$ cat config.mk
export PLATFORM = sky130hd
export DESIGN_NAME = mem_access_unit
export DESIGN_NICKNAME = d
export VERILOG_FILES = /design/src/rtl/riscv_pkg.sv /design/src/rtl/lsu_align.sv /design/src/rtl/mem_access_unit.sv
export SDC_FILE = /design/constraint.sdc
export NUM_CORES = 1
export LEC_CHECK = 0
export BUFFER_PORTS_ARGS = -buffer_cell sky130_fd_sc_hd__buf_2
export CORE_AREA = 4 4 115 117
export CTS_BUF_LIST = sky130_fd_sc_hd__clkbuf_8
export DETAILED_ROUTE_END_ITERATION = 8
export DIE_AREA = 0 0 119 121
export PLACE_DENSITY = 0.81
export SLEW_MARGIN = 20
export SYNTH_ARGS = -nofsm -noshare
export SYNTH_HDL_FRONTEND = slang
export SYNTH_HIERARCHICAL = 1
export SYNTH_SLANG_ARGS = --single-unit
$ cat constraint.sdc
create_clock -name clk -period 2 [get_ports clk]
set_clock_uncertainty 0.05 [all_clocks]
set_input_delay 0.1 -clock clk [delete_from_list [all_inputs] [get_ports clk]]
set_output_delay 0.1 -clock clk [all_outputs]
set_load 0.02 [all_outputs]
$ cat src/rtl/riscv_pkg.sv
//------------------------------------------------------------------------------
// riscv_pkg
//   Shared RV32I definitions for the MEM stage: opcode constants, load/store
//   func3 encodings, the memory-access FSM state type and small decode
//   helpers.
//   Revision: 1.0 - initial release
//------------------------------------------------------------------------------
`default_nettype none

package riscv_pkg;

  // Major opcodes
  localparam logic [6:0] OP_R   = 7'b0110011;  // register-register ALU
  localparam logic [6:0] OP_I1  = 7'b0000011;  // loads
  localparam logic [6:0] OP_I2  = 7'b0010011;  // register-immediate ALU
  localparam logic [6:0] OP_S   = 7'b0100011;  // stores
  localparam logic [6:0] OP_BR  = 7'b1100011;  // branches
  localparam logic [6:0] OP_J   = 7'b1101111;  // JAL
  localparam logic [6:0] OP_JR  = 7'b1100111;  // JALR
  localparam logic [6:0] OP_U   = 7'b0110111;  // LUI
  localparam logic [6:0] OP_UPC = 7'b0010111;  // AUIPC

  // Load/store width encodings
  localparam logic [2:0] F3_B  = 3'b000;
  localparam logic [2:0] F3_H  = 3'b001;
  localparam logic [2:0] F3_W  = 3'b010;
  localparam logic [2:0] F3_BU = 3'b100;
  localparam logic [2:0] F3_HU = 3'b101;

  typedef enum logic [0:0] {
    ST_IDLE = 1'b0,
    ST_WAIT = 1'b1
  } mem_state_e;

  // Opcodes that produce a register result
  function automatic logic writes_rd(input logic [6:0] op);
    return (op == OP_R) || (op == OP_I1) || (op == OP_I2) || (op == OP_J) ||
           (op == OP_JR) || (op == OP_U) || (op == OP_UPC);
  endfunction

  // Natural-alignment violation for halfword and word accesses
  function automatic logic is_misaligned(input logic [2:0] f3, input logic [1:0] a);
    return (((f3 == F3_H) || (f3 == F3_HU)) && a[0]) ||
           ((f3 == F3_W) && (a != 2'b00));
  endfunction

endpackage

`default_nettype wire

$ cat src/rtl/lsu_align.sv
//------------------------------------------------------------------------------
// lsu_align
//   Purely combinational lane logic for the MEM stage.
//   Store side: replicates store data across byte lanes and builds byte
//   strobes from the access size and low address bits.
//   Load side: selects the addressed byte/halfword of the read word and
//   sign- or zero-extends it.
//   Ports:
//     st_addr/st_func3/st_data  -> st_wdata, st_wstrb   (store alignment)
//     ld_addr/ld_func3/ld_rdata -> ld_data               (load extraction)
//   Revision: 1.0 - initial release
//------------------------------------------------------------------------------
`default_nettype none

module lsu_align
  import riscv_pkg::*;
(
  input  logic [1:0]  st_addr,
  input  logic [2:0]  st_func3,
  input  logic [31:0] st_data,
  output logic [31:0] st_wdata,
  output logic [3:0]  st_wstrb,
  input  logic [1:0]  ld_addr,
  input  logic [2:0]  ld_func3,
  input  logic [31:0] ld_rdata,
  output logic [31:0] ld_data
);

  logic [31:0] byte_sh;
  logic [31:0] half_sh;

  always_comb begin
    st_wdata = st_data;
    st_wstrb = 4'b0000;
    case (st_func3)
      F3_B: begin
        st_wdata = {4{st_data[7:0]}};
        st_wstrb = 4'b0001 << st_addr;
      end
      F3_H: begin
        st_wdata = {2{st_data[15:0]}};
        st_wstrb = 4'b0011 << {st_addr[1], 1'b0};
      end
      F3_W: begin
        st_wstrb = 4'b1111;
      end
      // Undefined store widths still issue a request, but write nothing
      default: st_wstrb = 4'b0000;
    endcase
  end

  // Halfword selection uses only a[1]; a[0] is ignored by design
  assign byte_sh = ld_rdata >> {ld_addr, 3'b000};
  assign half_sh = ld_rdata >> {ld_addr[1], 4'b0000};

  always_comb begin
    ld_data = ld_rdata;
    case (ld_func3)
      F3_B:    ld_data = {{24{byte_sh[7]}}, byte_sh[7:0]};
      F3_BU:   ld_data = {24'h000000, byte_sh[7:0]};
      F3_H:    ld_data = {{16{half_sh[15]}}, half_sh[15:0]};
      F3_HU:   ld_data = {16'h0000, half_sh[15:0]};
      default: ld_data = ld_rdata;
    endcase
  end

endmodule

`default_nettype wire

$ cat src/rtl/mem_access_unit.sv
//------------------------------------------------------------------------------
// mem_access_unit
//   MEM stage of the pipelined RV32I core. Drives a single-port data memory
//   through a req/ack handshake, aligns store data, extracts and extends load
//   data, and presents a registered writeback bundle. Non-memory
//   instructions pass through with one cycle of latency. While an access is
//   outstanding, stall is held high.
//   Optional feature macro: MISALIGN_CHECK_EN
//     defined   - misaligned LH/LHU/SH/LW/SW issue no request and return a
//                 one-cycle misaligned flag with wb_en=0
//     undefined - misaligned port absent, low address bits ignored
//   Ports:
//     clk, rst (async active-low)
//     EX side : in_valid, result, DataStore, rd, func3, opcode,
//               in_ready, stall
//     Memory  : mem_req, mem_we, mem_addr, mem_wdata, mem_wstrb,
//               mem_rdata, mem_ack
//     WB side : wb_valid, wb_en, wb_rd, wb_data [, misaligned]
//   Revision: 1.0 - initial release
//------------------------------------------------------------------------------
`default_nettype none

module mem_access_unit
  import riscv_pkg::*;
#(
  parameter int DATA_W = 32
) (
  input  logic              clk,
  input  logic              rst,
  input  logic              in_valid,
  input  logic [DATA_W-1:0] result,
  input  logic [DATA_W-1:0] DataStore,
  input  logic [4:0]        rd,
  input  logic [2:0]        func3,
  input  logic [6:0]        opcode,
  output logic              in_ready,
  output logic              stall,
  output logic              mem_req,
  output logic              mem_we,
  output logic [DATA_W-1:0] mem_addr,
  output logic [DATA_W-1:0] mem_wdata,
  output logic [3:0]        mem_wstrb,
  input  logic [DATA_W-1:0] mem_rdata,
  input  logic              mem_ack,
  output logic              wb_valid,
  output logic              wb_en,
  output logic [4:0]        wb_rd,
  output logic [DATA_W-1:0] wb_data
`ifdef MISALIGN_CHECK_EN
  ,
  output logic              misaligned
`endif
);

  mem_state_e state, state_next;

  logic [1:0]        addr_lo_q;
  logic [2:0]        func3_q;
  logic [4:0]        rd_q;
  logic [DATA_W-1:0] st_wdata;
  logic [3:0]        st_wstrb;
  logic [DATA_W-1:0] ld_data;
  logic              is_mem;
  logic              mis;
  logic              accept;

  assign is_mem = (opcode == OP_I1) || (opcode == OP_S);
  assign accept = in_valid && (state == ST_IDLE);

`ifdef MISALIGN_CHECK_EN
  assign mis = is_mem && is_misaligned(func3, result[1:0]);
`else
  assign mis = 1'b0;
`endif

  // Store lanes are built from the live EX bundle and latched at accept;
  // load extraction uses the latched address bits against returning data.
  lsu_align u_align (
    .st_addr  (result[1:0]),
    .st_func3 (func3),
    .st_data  (DataStore),
    .st_wdata (st_wdata),
    .st_wstrb (st_wstrb),
    .ld_addr  (addr_lo_q),
    .ld_func3 (func3_q),
    .ld_rdata (mem_rdata),
    .ld_data  (ld_data)
  );

  // State register
  always_ff @(posedge clk or negedge rst) begin
    if (!rst) state <= ST_IDLE;
    else      state <= state_next;
  end

  // Next state
  always_comb begin
    state_next = state;
    case (state)
      ST_IDLE: if (accept && is_mem && !mis) state_next = ST_WAIT;
      ST_WAIT: if (mem_ack)                  state_next = ST_IDLE;
      default: state_next = ST_IDLE;
    endcase
  end

  // Derived purely from the state register, so no path from in_valid
  assign stall    = (state == ST_WAIT);
  assign in_ready = !stall;
  assign mem_req  = (state == ST_WAIT);

  // Request bundle and writeback registers
  always_ff @(posedge clk or negedge rst) begin
    if (!rst) begin
      addr_lo_q  <= 2'b00;
      func3_q    <= 3'b000;
      rd_q       <= 5'd0;
      mem_we     <= 1'b0;
      mem_addr   <= '0;
      mem_wdata  <= '0;
      mem_wstrb  <= 4'b0000;
      wb_valid   <= 1'b0;
      wb_en      <= 1'b0;
      wb_rd      <= 5'd0;
      wb_data    <= '0;
`ifdef MISALIGN_CHECK_EN
      misaligned <= 1'b0;
`endif
    end else begin
      wb_valid <= 1'b0;
`ifdef MISALIGN_CHECK_EN
      misaligned <= 1'b0;
`endif
      if (accept) begin
        if (is_mem && !mis) begin
          mem_addr  <= {result[DATA_W-1:2], 2'b00};
          addr_lo_q <= result[1:0];
          func3_q   <= func3;
          rd_q      <= rd;
          mem_we    <= (opcode == OP_S);
          mem_wdata <= st_wdata;
          mem_wstrb <= st_wstrb;
        end else begin
          // Pass-through, or a rejected misaligned access
          wb_valid <= 1'b1;
          wb_rd    <= rd;
          wb_data  <= result;
          wb_en    <= (rd != 5'd0) && writes_rd(opcode) && !mis;
`ifdef MISALIGN_CHECK_EN
          misaligned <= mis;
`endif
        end
      end else if ((state == ST_WAIT) && mem_ack) begin
        wb_valid <= 1'b1;
        wb_rd    <= rd_q;
        wb_data  <= ld_data;
        wb_en    <= !mem_we && (rd_q != 5'd0);
      end
    end
  end

endmodule

`default_nettype wire

# After elaboration in Yosys (flattened, before gate mapping)
# Cells that the tools add are included.
# Widths: inputs -> output; s select.
[totals]
register_bits = 117
out_inout_bits = 111
wordCells = 70
n_memories = 0
mem_bits_rw = 0
rom_bits = 0
latch_bits = 0
input_bits = 115
[classes]
reduce_logical = 21
multipliers = 0
shift = 4
eq_ne = 14
bitwise = 1
n_div = 0
order_cmp = 0
add_sub_neg = 0
muxes = 18
[op_table]
columns = ["operator", "count"]
rows = [
  ["$pmux 32 s4", 1],
  ["$mux 32", 3],
  ["$pmux 32 s2", 1],
  ["$shr 32x5->16", 1],
  ["$shr 32x5->8", 1],
  ["$eq 7x6->1 const B", 3],
  ["$mux 5", 3],
  ["$eq 7x5->1 const B", 2],
  ["$eq 7x7->1 const B", 2],
  ["$pmux 4 s3", 1],
  ["$reduce_bool 5->1", 2],
  ["$mux 1", 8],
  ["$eq 7x2->1 const B", 1],
  ["$logic_or 1x1->1", 7],
  ["$eq 3x1->1 const B", 2],
  ["$eq 3x3->1 const B", 2],
  ["$logic_not 3->1", 2],
  ["$logic_and 1x1->1", 5],
  ["$reduce_and 2->1", 2],
  ["$shl 1x2->4 const A", 1],
  ["$shl 2x2->4 const A", 1],
  ["$eq 3x2->1 const B", 1],
  ["$logic_not 1->1", 2],
  ["$ne 2x2->1 const B", 1],
  ["other kinds (3)", 3],
]

# Depth between registers and ports, before layout
# Gate-level depths: netlist of the first run.
[depth]
ltp_word = 10
mapped_depth = 7
depth_no_buf = 5

# By module
# The synthesis of the first run kept the hierarchy.
[modules_own_cells]
columns = ["mod", "seq_area_each_um2", "cells_each", "area_per_inst_um2", "n_inst"]
rows = [
  ["mem_access_unit", 2927.8, 391, 4794.6, 1],
  ["lsu_align", 0.0, 191, 1345.0, 1],
]

# Least setup slack after synthesis of the first run
# No wires, ideal clock.
[synth_path]
kind = "flip-flop to flip-flop"
from = "register state, in the netlist mem_req"
to = "register mem_addr[19]"
stages_incl_launch_ff = 8
path_buffers = 3
slack_ps = 154
synth_period_minus_slack_ps = 1846
t_arrival_ps = 1671
setup_ps = 125
required_time_ps = 1825
path_cell_list = "dfrtp_1 -> nor2b_1 -> and3_1 -> and2_1 -> buf_2 -> buf_6 -> buf_6 -> mux2_4"
[synth_via]
elab_chain_len = 3
[synth_lines]
columns = ["element", "line_no", "text"]
rows = [
  ["start: declaration", "mem_access_unit.sv:55", "mem_state_e state, state_next;"],
  ["start signal: assignment", "mem_access_unit.sv:93", "else state <= state_next;"],
  ["$not 1->1", "n/a", ""],
  ["$logic_and 1x1->1", "mem_access_unit.sv:68", "assign accept = in_valid && (state == ST_IDLE);"],
  ["$reduce_and 2->1 (no line)", "n/a", ""],
  ["end signal: assignment", "mem_access_unit.sv:135", "mem_addr <= {result[DATA_W-1:2], 2'b00};"],
  ["end: declaration", "mem_access_unit.sv:40", "output logic [DATA_W-1:0] mem_addr,"],
]
# Every way passes these cells.
# A chain may end at the register's enable or synchronous reset.

# Worst setup path in the final report of the first run
[layout_path]
from = "register addr_lo_q[0]"
to = "register wb_data[27]"
[layout_via]
elab_chain_len = 4
[layout_lines]
columns = ["element", "line_no", "text"]
rows = [
  ["start: declaration", "mem_access_unit.sv:57", "logic [1:0] addr_lo_q;"],
  ["start signal: assignment", "mem_access_unit.sv:136", "addr_lo_q <= result[1:0];"],
  ["$shr 32x5->8", "lsu_align.sv:53", "assign byte_sh = ld_rdata >> {ld_addr, 3'b000};"],
  ["$pmux 32 s4", "lsu_align.sv:58", "case (ld_func3)"],
  ["named net ld_data[27]", "mem_access_unit.sv:62", "logic [DATA_W-1:0] ld_data;"],
  ["$mux 32", "mem_access_unit.sv:152", "end else if ((state == ST_WAIT) && mem_ack) begin"],
  ["$mux 32", "mem_access_unit.sv:133", "if (accept) begin"],
  ["end signal: assignment", "mem_access_unit.sv:146", "wb_data <= result;"],
  ["end signal: assignment", "mem_access_unit.sv:155", "wb_data <= ld_data;"],
  ["end: declaration", "mem_access_unit.sv:48", "output logic [DATA_W-1:0] wb_data"],
]
# The timed path passes the listed nets, and every way through them passes these cells. The select of a mux whose other input is x is not followed.

==> run metrics, run 1 <==
HP Class in -> reg; initial antenna violation count 0; DR top layer met4; Final min period 1890 ps; post-route ant nets 0; slowest stage cell on the critical path dfrtp_1; final hold violations 0; CP arrival 2140 ps; final number of setup-violating endpoints 0; CP peak stage delay 540 ps; DRC viols 0; Pwr Density 843 mW/mm²; Placed Cells 948; global-route wire length before repair 30100 µm; crit-path max FO 15; First DRT Iteration DRCs 533; syn_area_per_cell 10.5 µm²; Longest Clk Path Bufs 2; GRT overflow 0; Synth Cell Area 0.00614 mm²; RSZ-0062 raised after global routing false; Rows 41; CP Launch Type flop; vias in the first global route 5902; Starting Density 0.497; Final nets 988; Lkg Pwr 4.30 nW; Die ar. 0.0144 mm²; clk sink count 117; Seq/Total Area, Yosys 0.477; Pwr Total 7.28 mW; YS warnings 6; clock slew at reported path FFs 70 ps; chip height 121 µm; layout cells sized above 1 0.437; largest net degree at the start of global routing 118; FF+latch count, synth 117; DP HPWL 12500 µm; Die Span X 119 µm; top_reg_cell synth dfrtp_1; Layout area overhead 40.6%; CP Capture Type flop; Max-Cap Viols 0; crit-path cells mux2_2 -> a22oi_2 -> buf_4 -> o22ai_1 -> nand2_1 -> a31oi_1; Tcrit/Tclk final 0.943; crit path kind reg -> reg; most area-hungry cell type in the Yosys netlist dfrtp_1; metal1 wirelength 7450 µm; distinct cell type count after synthesis 45; status complete, no violations; Rel. slew slack 0.561; met3 wire len 1510 µm; Pre-antenna DRT Iters 5; Fillers 892; WL/cell 17.8 µm; Port Buffers 223; Root Driver clkbuf_8; Slew @ Worst Pin 658 ps; Clk Latency, worst-skew pair 440 ps; # hold bufs at CTS 78; CTS tree built; GRT Total Usage 0.266; Required @ worst endpoint 2250 ps; Async SR Flop Fraction 1.00; worst hold slack 38.4 ps; final worst setup slack 113 ps; post-cts gate resize count 0; Max Fclk 0.530 GHz; Slew Limit Fails 0; number of synthesized flops with an enable pin 0; final WL 18900 µm; Vias/cell 5.36; CTS H-tree lvls 4; WL met2 9390 µm; Num CTS Buffers 17; CORE AREA 0.0124 mm²; Post-CTS Setup Repair Bufs 0; Post-Layout Cell Count 1059; pre-CTS WS 161 ps; Synth area leaders dfrtp_1, mux2_2, nand2_1; Synth top area share 0.477; Final GP Congestion 0.885; Syn Inst Count 582; io pins 226; Via Count 5680; Sum Neg Setup Slack 0 ps; worst vdd ir 0.657 mV
[cell type report]
| class | count | area [µm²] | share of cell area |
|---|---|---|---|
| clock buffers | 20 | 275 | 0.0319 |
| repair buffers | 323 | 2130 | 0.246 |
| multi-input cells | 403 | 2900 | 0.337 |
| inverters | 11 | 41.3 | 0.00478 |
| clock inverters | 12 | 136 | 0.0158 |
| diodes | 1 | 2.50 | 0.000290 |
| flip-flops and latches | 117 | 2930 | 0.339 |
| well taps | 172 | 215 | 0.0249 |
[logic make-up (layout without fill, tap and decap cells)]
kind of cell           Yosys count  after routing  synth area share
and+or+nand+nor                181            181             0.131
muxes                          113            113             0.216
other                            1              3          0.000611
DFF                            117            117             0.477
AOI/OAI and AO/OA              107            107             0.120
buffers and inverters           63            366            0.0554
[path summary, 6_finish.rpt]
path,start,end,slack [ps],cells past startpoint
setup reg to reg,addr_lo_q[0]$_DFFE_PN0P_,wb_data[27]$_DFFE_PN0P_,110,6
setup / recovery,addr_lo_q[0]$_DFFE_PN0P_,wb_data[27]$_DFFE_PN0P_,110,6
hold / removal,DataStore[28],mem_wdata[28]$_DFFE_PN0P_,40,4
max in group asynchronous,rst,mem_wdata[23]$_DFFE_PN0P_,1160,3
hold reg to reg,mem_wdata[23]$_DFFE_PN0P_,mem_wdata[23]$_DFFE_PN0P_,460,1
min in group asynchronous,rst,wb_data[13]$_DFFE_PN0P_,210,3
[cell usage after synthesis (all sizes together) (5+ instances only)]
cell type and instances:
clkbuf 18, and3 6, nor2b 25, a21oi 16
a221o 5, dfrtp 117, buf 34, nor2 57
inv 10, o22ai 16, a31oi 39, mux2 99
mux2i 14, nand2 81, o21ai 6
[layer usage]
layer	vias up	global-route usage
li1	2634	-
met5	-	0
met4	0	0.105
met2	249	0.454
met1	2750	0.305
met3	47	0.0928
[state kept, by name, summed over array words and instances (netlist names)]
signal,count
addr_lo_q,2
func3_q,3
mem_addr,30
mem_req,1
mem_wdata,32
mem_we,1
mem_wstrb,4
rd_q,5
wb_data,32
wb_en,1
wb_rd,5
wb_valid,1
[power breakdown]
part | total, mW | switching, mW | internal, mW | leakage [nW]
clock | 2.25 | 0.941 | 1.31 | 0.218
combinational | 2.15 | 1.19 | 0.954 | 2.59
sequential | 2.88 | 0.201 | 2.68 | 1.49
total | 7.28 | 2.34 | 4.94 | 4.30
[worst max-delay path: cells and delay by family (launching register included)]
family	cells	cell delay, ps
muxes	1	420
buffers and inverters	1	230
DFF	1	540
AOI/OAI and AO/OA	3	420
and+or+nand+nor	1	80
[placed cells by master (no fill, tap or decap), types with 2 or more instances in the layout]
master	instances
nand2_1	81
conb_1	2
a31oi_1	38
buf_4	18
o21ba_2	4
a32oi_1	4
nand3_1	2
dlygate4sd3_1	78
clkinvlp_4	2
nor2b_1	24
a22o_1	3
nand2b_1	2
a221o_1	5
a21oi_1	16
o221ai_1	4
mux2_2	80
clkinv_2	4
nor2_1	56
dfrtp_1	117
o22ai_1	16
mux2_4	19
inv_1	13
o21ai_0	6
bufinv_16	3
buf_12	5
buf_2	222
and3_1	5
o21bai_1	2
a211o_1	2
mux2i_1	14
or4_1	2
clkbuf_8	20
[metrics by stage]
stage                util  instance area, µm²
floorplan               -                6140
global placement    0.601                7430
detailed placement  0.601                7430
CTS                 0.698                8630
global route        0.698                8630
finish              0.698                8630
Power figures use the tool's default switching activity.
==> run 2: changes to the inputs <==
Settings changed: CELL_PAD_IN_SITES_DETAIL_PLACEMENT set to 0, CELL_PAD_IN_SITES_GLOBAL_PLACEMENT set to 1, CORE_AREA 4 4 115 117 to 4 4 138 140, DIE_AREA 0 0 119 121 to 0 0 142 144, PLACE_DENSITY 0.81 to unset, PLACE_DENSITY_LB_ADDON set to 0.1, SLEW_MARGIN 20 to 30.
==> run 2 against run 1 <==
Compared with the run above: die area rose by 42%; critical endpoint is now wb_data[29]$_DFFE_PN0P_; global-route usage fell by 7.2 points; combinational power barely moved; clock-buffer cell count fell by 1; largest cell class unchanged; final cell count rose by 5.0%; highest routed layer unchanged; sequential power barely moved; non-clock buffer count fell by 3; sequential share of layout area fell by 0.054 points; final area rose by 0.16%; register-to-register slack barely moved; clock power fell by 6%.
==> run metrics, run 2 (synthesized netlist as in run 1, its figures left out) <==
CP Launch Type flop; worst hold slack 39.6 ps (+1.12 ps); worst vdd ir 0.440 mV (-33%); First DRT Iteration DRCs 243 (-54%); CTS tree built; layout cells sized above 1 0.442 (+0.00488); CP Capture Point wb_data[29]$_DFFE_PN0P_; Layout area overhead 40.8%; FF-to-FF path depth 6 (unchanged); post-cts gate resize count 0 (unchanged); Final nets 985 (-0.30%); reg2reg end wb_data[29]$_DFFE_PN0P_; HP Class in -> reg; Final min period 1880 ps (-4.93 ps); largest net degree at the start of global routing 78 (-34%); GRT Total Usage 0.193 (-0.0723); Num CTS Buffers 17 (unchanged); crit-path max FO 15 (unchanged); largest registers mem_wdata: 32 flops, wb_data: 32 flops, mem_addr: 30 flops; global-route wire length before repair 31300 µm (+3.9%); Max Fclk 0.531 GHz (+0.26%); initial antenna violation count 0 (unchanged); CP delay by family, top flip-flops; clock slew at reported path FFs 80 ps (about the same); Root Driver clkbuf_8; Rel. slew slack 0.645 (+0.0843); Max-Cap Viols 0 (unchanged); combinational share of power 0.300 (+0.005); RSZ-0062 raised after global routing false; WL/cell 17.6 µm (-1.5%); slowest stage cell on the critical path dfrtp_1; Sw Share 0.343 (+0.0215); post-route ant nets 0 (unchanged); most common cell after layout, fill and taps aside buf_2; Pwr Density 824 mW/mm² (-2.2%); FF-to-FF Start addr_lo_q[1]$_DFFE_PN0P_; final hold violations 0 (unchanged); Internal 4.68 mW (-5.2%); clk sink count 117 (unchanged); DP HPWL 14200 µm (+14%); io pins 226 (unchanged); crit path kind reg -> reg; Slew Limit Fails 0 (unchanged); CP Capture Type flop; Via Count 5504 (-3.1%); Flop pwr share 0.403 (+0.007); final number of setup-violating endpoints 0 (unchanged); Sum Neg Setup Slack 0 ps (unchanged); status complete, no violations; Die ar. 0.0204 mm² (+42%); Final GP Congestion 0.882 (-0.31%); DRC viols 0 (unchanged); CP arrival 2140 ps (about the same); crit-path cells mux2_2 -> a31oi_2 -> buf_4 -> o22ai_1 -> nand2_1 -> a31oi_1; CP peak stage delay 520 ps (-20 ps); chip height 144 µm (+19%); Lkg Pwr 4.25 nW (-1.2%); R2R setup slack 120 ps (about the same); Buf/Inv on CP 1 (unchanged); first element of the critical path addr_lo_q[1]$_DFFE_PN0P_; Die Span X 142 µm (+19%); switching power 2.44 mW (+4.5%); Ant. Diodes 0 (-1); commonest cells after routing, fill and taps aside buf_2, dfrtp_1, nand2_1; WP depth 6 (unchanged); CORE AREA 0.0178 mm² (+44%); Clk Latency, worst-skew pair 430 ps (about the same); Required @ worst endpoint 2250 ps (about the same); Longest Clk Path Bufs 2 (unchanged); Rows 49 (+20%); Tcrit/Tclk final 0.941 (-0.00247); Pre-antenna DRT Iters 4 (-1); Slew @ Worst Pin 531 ps (-128 ps); Starting Density 0.344 (-0.152); final WL 19500 µm (+3.4%); Port Buffers 223 (unchanged); Clock power frac 0.297 (-0.012); vias in the first global route 5775 (-2.2%); GRT overflow 0 (unchanged); CTS H-tree lvls 4 (unchanged); Vias/cell 4.95 (-7.7%)
==> run 2: final cells by class <==
cell class                      instances  area, µm²
Inverter                               11       41.3
Sequential cell                       117       2930
Tap cell                              229        287
Clock inverter                         13        125
Multi-Input combinational cell        403       2900
Clock buffer                           19        262
Fill cell                            1738       9200
Timing Repair Buffer                  320       2100
==> run 2: timing repair <==
item / 4_1_cts / 5_1_grt
hold endpoints to repair: 198 / 0
setup buffers: 0 / 0
hold buffers: 75 / 0
==> run 2: power by group through the flow <==
stage          combinational (mW)  sequential [mW]  clock, mW
3_3_place_gp                 2.03             2.90          0
4_1_cts                      2.16             2.88       2.20
6_report                     2.14             2.87       2.11
2_1_floorplan               0.943             3.24          0
5_1_grt                      2.34             2.92       2.31
3_5_place_dp                 2.04             2.92          0
==> run 2: per-layer routing <==
layer  share of wire  vias up  GRT usage
li1                -     2628          -
met1            0.44     2660      0.250
met2            0.47      194      0.313
met3           0.074       22     0.0618
met4           0.014        0     0.0530
met5               0        -          0
==> run 2: worst reg2reg max path, cell delays in order (launching register included) <==
cell and delay [ps]:
dfrtp_1 520, mux2_2 380, a31oi_2 250, buf_4 250, o22ai_1 130, nand2_1 90
a31oi_1 90
==> run 2: through the flow <==
stage          setup slack, ps  total power, mW  area, µm²  utilization  std cells
6_report                   118             7.12       8640        0.484       1112
5_1_grt                   12.2             7.57       8640        0.484       1112
4_1_cts                    122             7.23       8640        0.484       1112
3_5_place_dp               129             4.96       7510        0.421       1005
3_3_place_gp               151             4.93       7510        0.421       1005
2_1_floorplan              154             4.18       6140            -        583
==> run 2: worst min path at each step <==
| stage | cells after the start | endpoint | startpoint | slack [ps] |
|---|---|---|---|---|
| global placement | 1 | mem_addr[25]$_DFFE_PN0P_ | rst | 20 |
| CTS | 4 | wb_en$_DFFE_PN0P_ | opcode[4] | 4 |
| finish | 4 | wb_en$_DFFE_PN0P_ | opcode[4] | 40 |
| floorplan | 0 | addr_lo_q[0]$_DFFE_PN0P_ | rst | -250 |
| detailed placement | 1 | mem_addr[25]$_DFFE_PN0P_ | rst | 20 |
| global route | 4 | wb_en$_DFFE_PN0P_ | opcode[4] | 20 |
==> run 3: changes to the inputs <==
Settings changed: BUFFER_PORTS_ARGS -buffer_cell sky130_fd_sc_hd__buf_2 to unset, DONT_BUFFER_PORTS set to 1.
==> run 3 against run 2 <==
Compared with the run above: the flow now finishes with violations (hold timing); setup slack improved by 24 ps; hold slack got worse by 730 ps; final area decreased by 9.6%; maximum frequency increased by 1.3%; sequential power increased by 15%; highest routed layer unchanged.
==> run metrics, run 3 (synthesized netlist as in run 1, its figures left out) <==
status finished with violations; violations in the final reports hold timing; io pins 226 (unchanged); Rel. slew slack 0.515 (-0.130); Lkg Pwr 3.41 nW (-20%); layout cells sized above 1 0.235 (-0.206); most common cell after layout, fill and taps aside dfrtp_1; Starting Density 0.344 (unchanged); initial antenna violation count 0 (unchanged); crit path kind reg -> reg; Vias/cell 5.19 (+4.8%); WL/cell 20.6 µm (+17%); Die Span X 142 µm (unchanged); Ant. Diodes 0 (unchanged); final core occ 0.438 (-0.0466); Max Fclk 0.538 GHz (+1.3%); footprint of the multi-input gates 0.00290 mm² (unchanged); R2R setup slack 140 ps (+20 ps); largest net degree at the start of global routing 118 (+51%); CP Capture Type flop; Post-Layout Cell Count 917 (-18%); Longest Clk Path Bufs 2 (unchanged); Final min period 1860 ps (-24.1 ps); reg2reg end wb_data[11]$_DFFE_PN0P_; global-route wire length before repair 29200 µm (-6.8%); Fillers 1710 (-1.6%); Sum Neg Setup Slack 0 ps (unchanged); DRC viols 0 (unchanged); Pwr Total 6.76 mW (-5.1%); CP delay by family, top compound AO/OA/AOI/OAI gates; First DRT Iteration DRCs 196 (-19%); Slew Limit Fails 0 (unchanged); slowest stage cell on the critical path dfrtp_1; crit-path cells mux2_2 -> a22oi_2 -> buf_12 -> a221oi_1 -> nand2_1 -> a31oi_1; RSZ-0062 raised after global routing false; Die ar. 0.0204 mm² (unchanged); first element of the critical path addr_lo_q[0]$_DFFE_PN0P_; worst vdd ir 0.656 mV (+49%); Required @ worst endpoint 2310 ps (+60 ps); GRT Total Usage 0.184 (-0.00893); Placed Cells 777 (-23%); Num CTS Buffers 17 (unchanged); HP Class in -> async; chip height 144 µm (unchanged); worst hold slack -693 ps (-733 ps); CP peak stage delay 480 ps (-40 ps); Final nets 790 (-20%); Rows 49 (unchanged); fin area 0.00781 mm² (-9.6%); Pre-antenna DRT Iters 5 (+1); # hold bufs at CTS 108 (+44%); Post-CTS Setup Repair Bufs 0 (unchanged); Via Count 4755 (-14%); DP HPWL 12700 µm (-10%); Port Buffers 0 (-100%); Root Driver clkbuf_8; post-route ant nets 0 (unchanged); storage element area 0.00293 mm² (about the same); Layout area overhead 27.2%; final WL 18900 µm (-3.2%); Slew @ Worst Pin 724 ps (+193 ps); FF-to-FF path depth 6 (unchanged); clock slew at reported path FFs 80 ps (about the same); GRT overflow 0 (unchanged); WP depth 6 (unchanged); pre-CTS WS 157 ps (+28.1 ps); commonest cells after routing, fill and taps aside dfrtp_1, dlygate4sd3_1, nand2_1; final worst setup slack 142 ps (+24.1 ps); CP arrival 2170 ps (+30 ps); final hold violations 117 (+117); CTS H-tree lvls 4 (unchanged); vias in the first global route 4993 (-14%); CTS tree built; Max-Cap Viols 0 (unchanged); CORE AREA 0.0178 mm² (unchanged); clk sink count 117 (unchanged); Clk Latency, worst-skew pair 430 ps (about the same); Buf/Inv on CP 1 (unchanged); Pwr Density 865 mW/mm² (+5.0%); Tcrit/Tclk final 0.929 (-0.0121); Placed Instance Area 0.00635 mm² (-15%); CP Launch Type flop; FF-to-FF Start addr_lo_q[0]$_DFFE_PN0P_; Final GP Congestion 0.820 (-7.0%); final number of setup-violating endpoints 0 (unchanged); crit-path max FO 20 (+5); largest registers mem_wdata: 32 flops, wb_data: 32 flops, mem_addr: 30 flops
## run 3: cell types whose count changed in the layout (fill, tap and decap cells not counted), moves of 2 or more
cell           delta
buf_2           -222
buf_4             -6
clkinv_2          +2
clkinv_4          -2
dlygate4sd3_1    +33
## run 3: area by class of cell
type / count / share of cell area
Clock buffer: 20 / 0.0352
Clock inverter: 12 / 0.0135
Inverter: 11 / 0.00529
Multi-Input combinational cell: 403 / 0.372
Sequential cell: 117 / 0.375
Tap cell: 229 / 0.0367
Timing Repair Buffer: 125 / 0.163
## run 3: where the power goes
group	switching [mW]	total [mW]	internal, mW
Combinational	0.626	1.35	0.722
Sequential	0.628	3.30	2.68
Clock	1.03	2.11	1.08
Total	2.29	6.76	4.47
## run 3: worst max path at each step
| stage | endpoint |
|---|---|
| after global placement | wb_data[11]$_DFFE_PN0P_ |
| after global routing | wb_data[5]$_DFFE_PN0P_ |
| after CTS | wb_data[10]$_DFFE_PN0P_ |
| after detailed placement | wb_data[10]$_DFFE_PN0P_ |
| final | wb_data[11]$_DFFE_PN0P_ |
| after floorplan | mem_addr[19]$_DFFE_PN0P_ |
## run 3: worst register-to-register path, delay by kind of cell, from the launching register on
| family | cells | cell delay [ps] |
|---|---|---|
| buffers and inverters | 1 | 160 |
| muxes | 1 | 310 |
| DFF | 1 | 480 |
| and+or+nand+nor | 1 | 120 |
| AOI/OAI and AO/OA | 3 | 670 |
## run 3: repair_timing
action	4_1_cts	5_1_grt
setup endpoints to repair	0	2
resized for setup	0	1
endpoints found under the hold margin	234	117
## run 3: metal layers
metal	wire, µm	track usage	vias up
met4	170	0.0449	0
met2	8940	0.290	193
met3	1720	0.0737	15
li1	-	-	2235
met1	8070	0.239	2312
met5	0	0	-
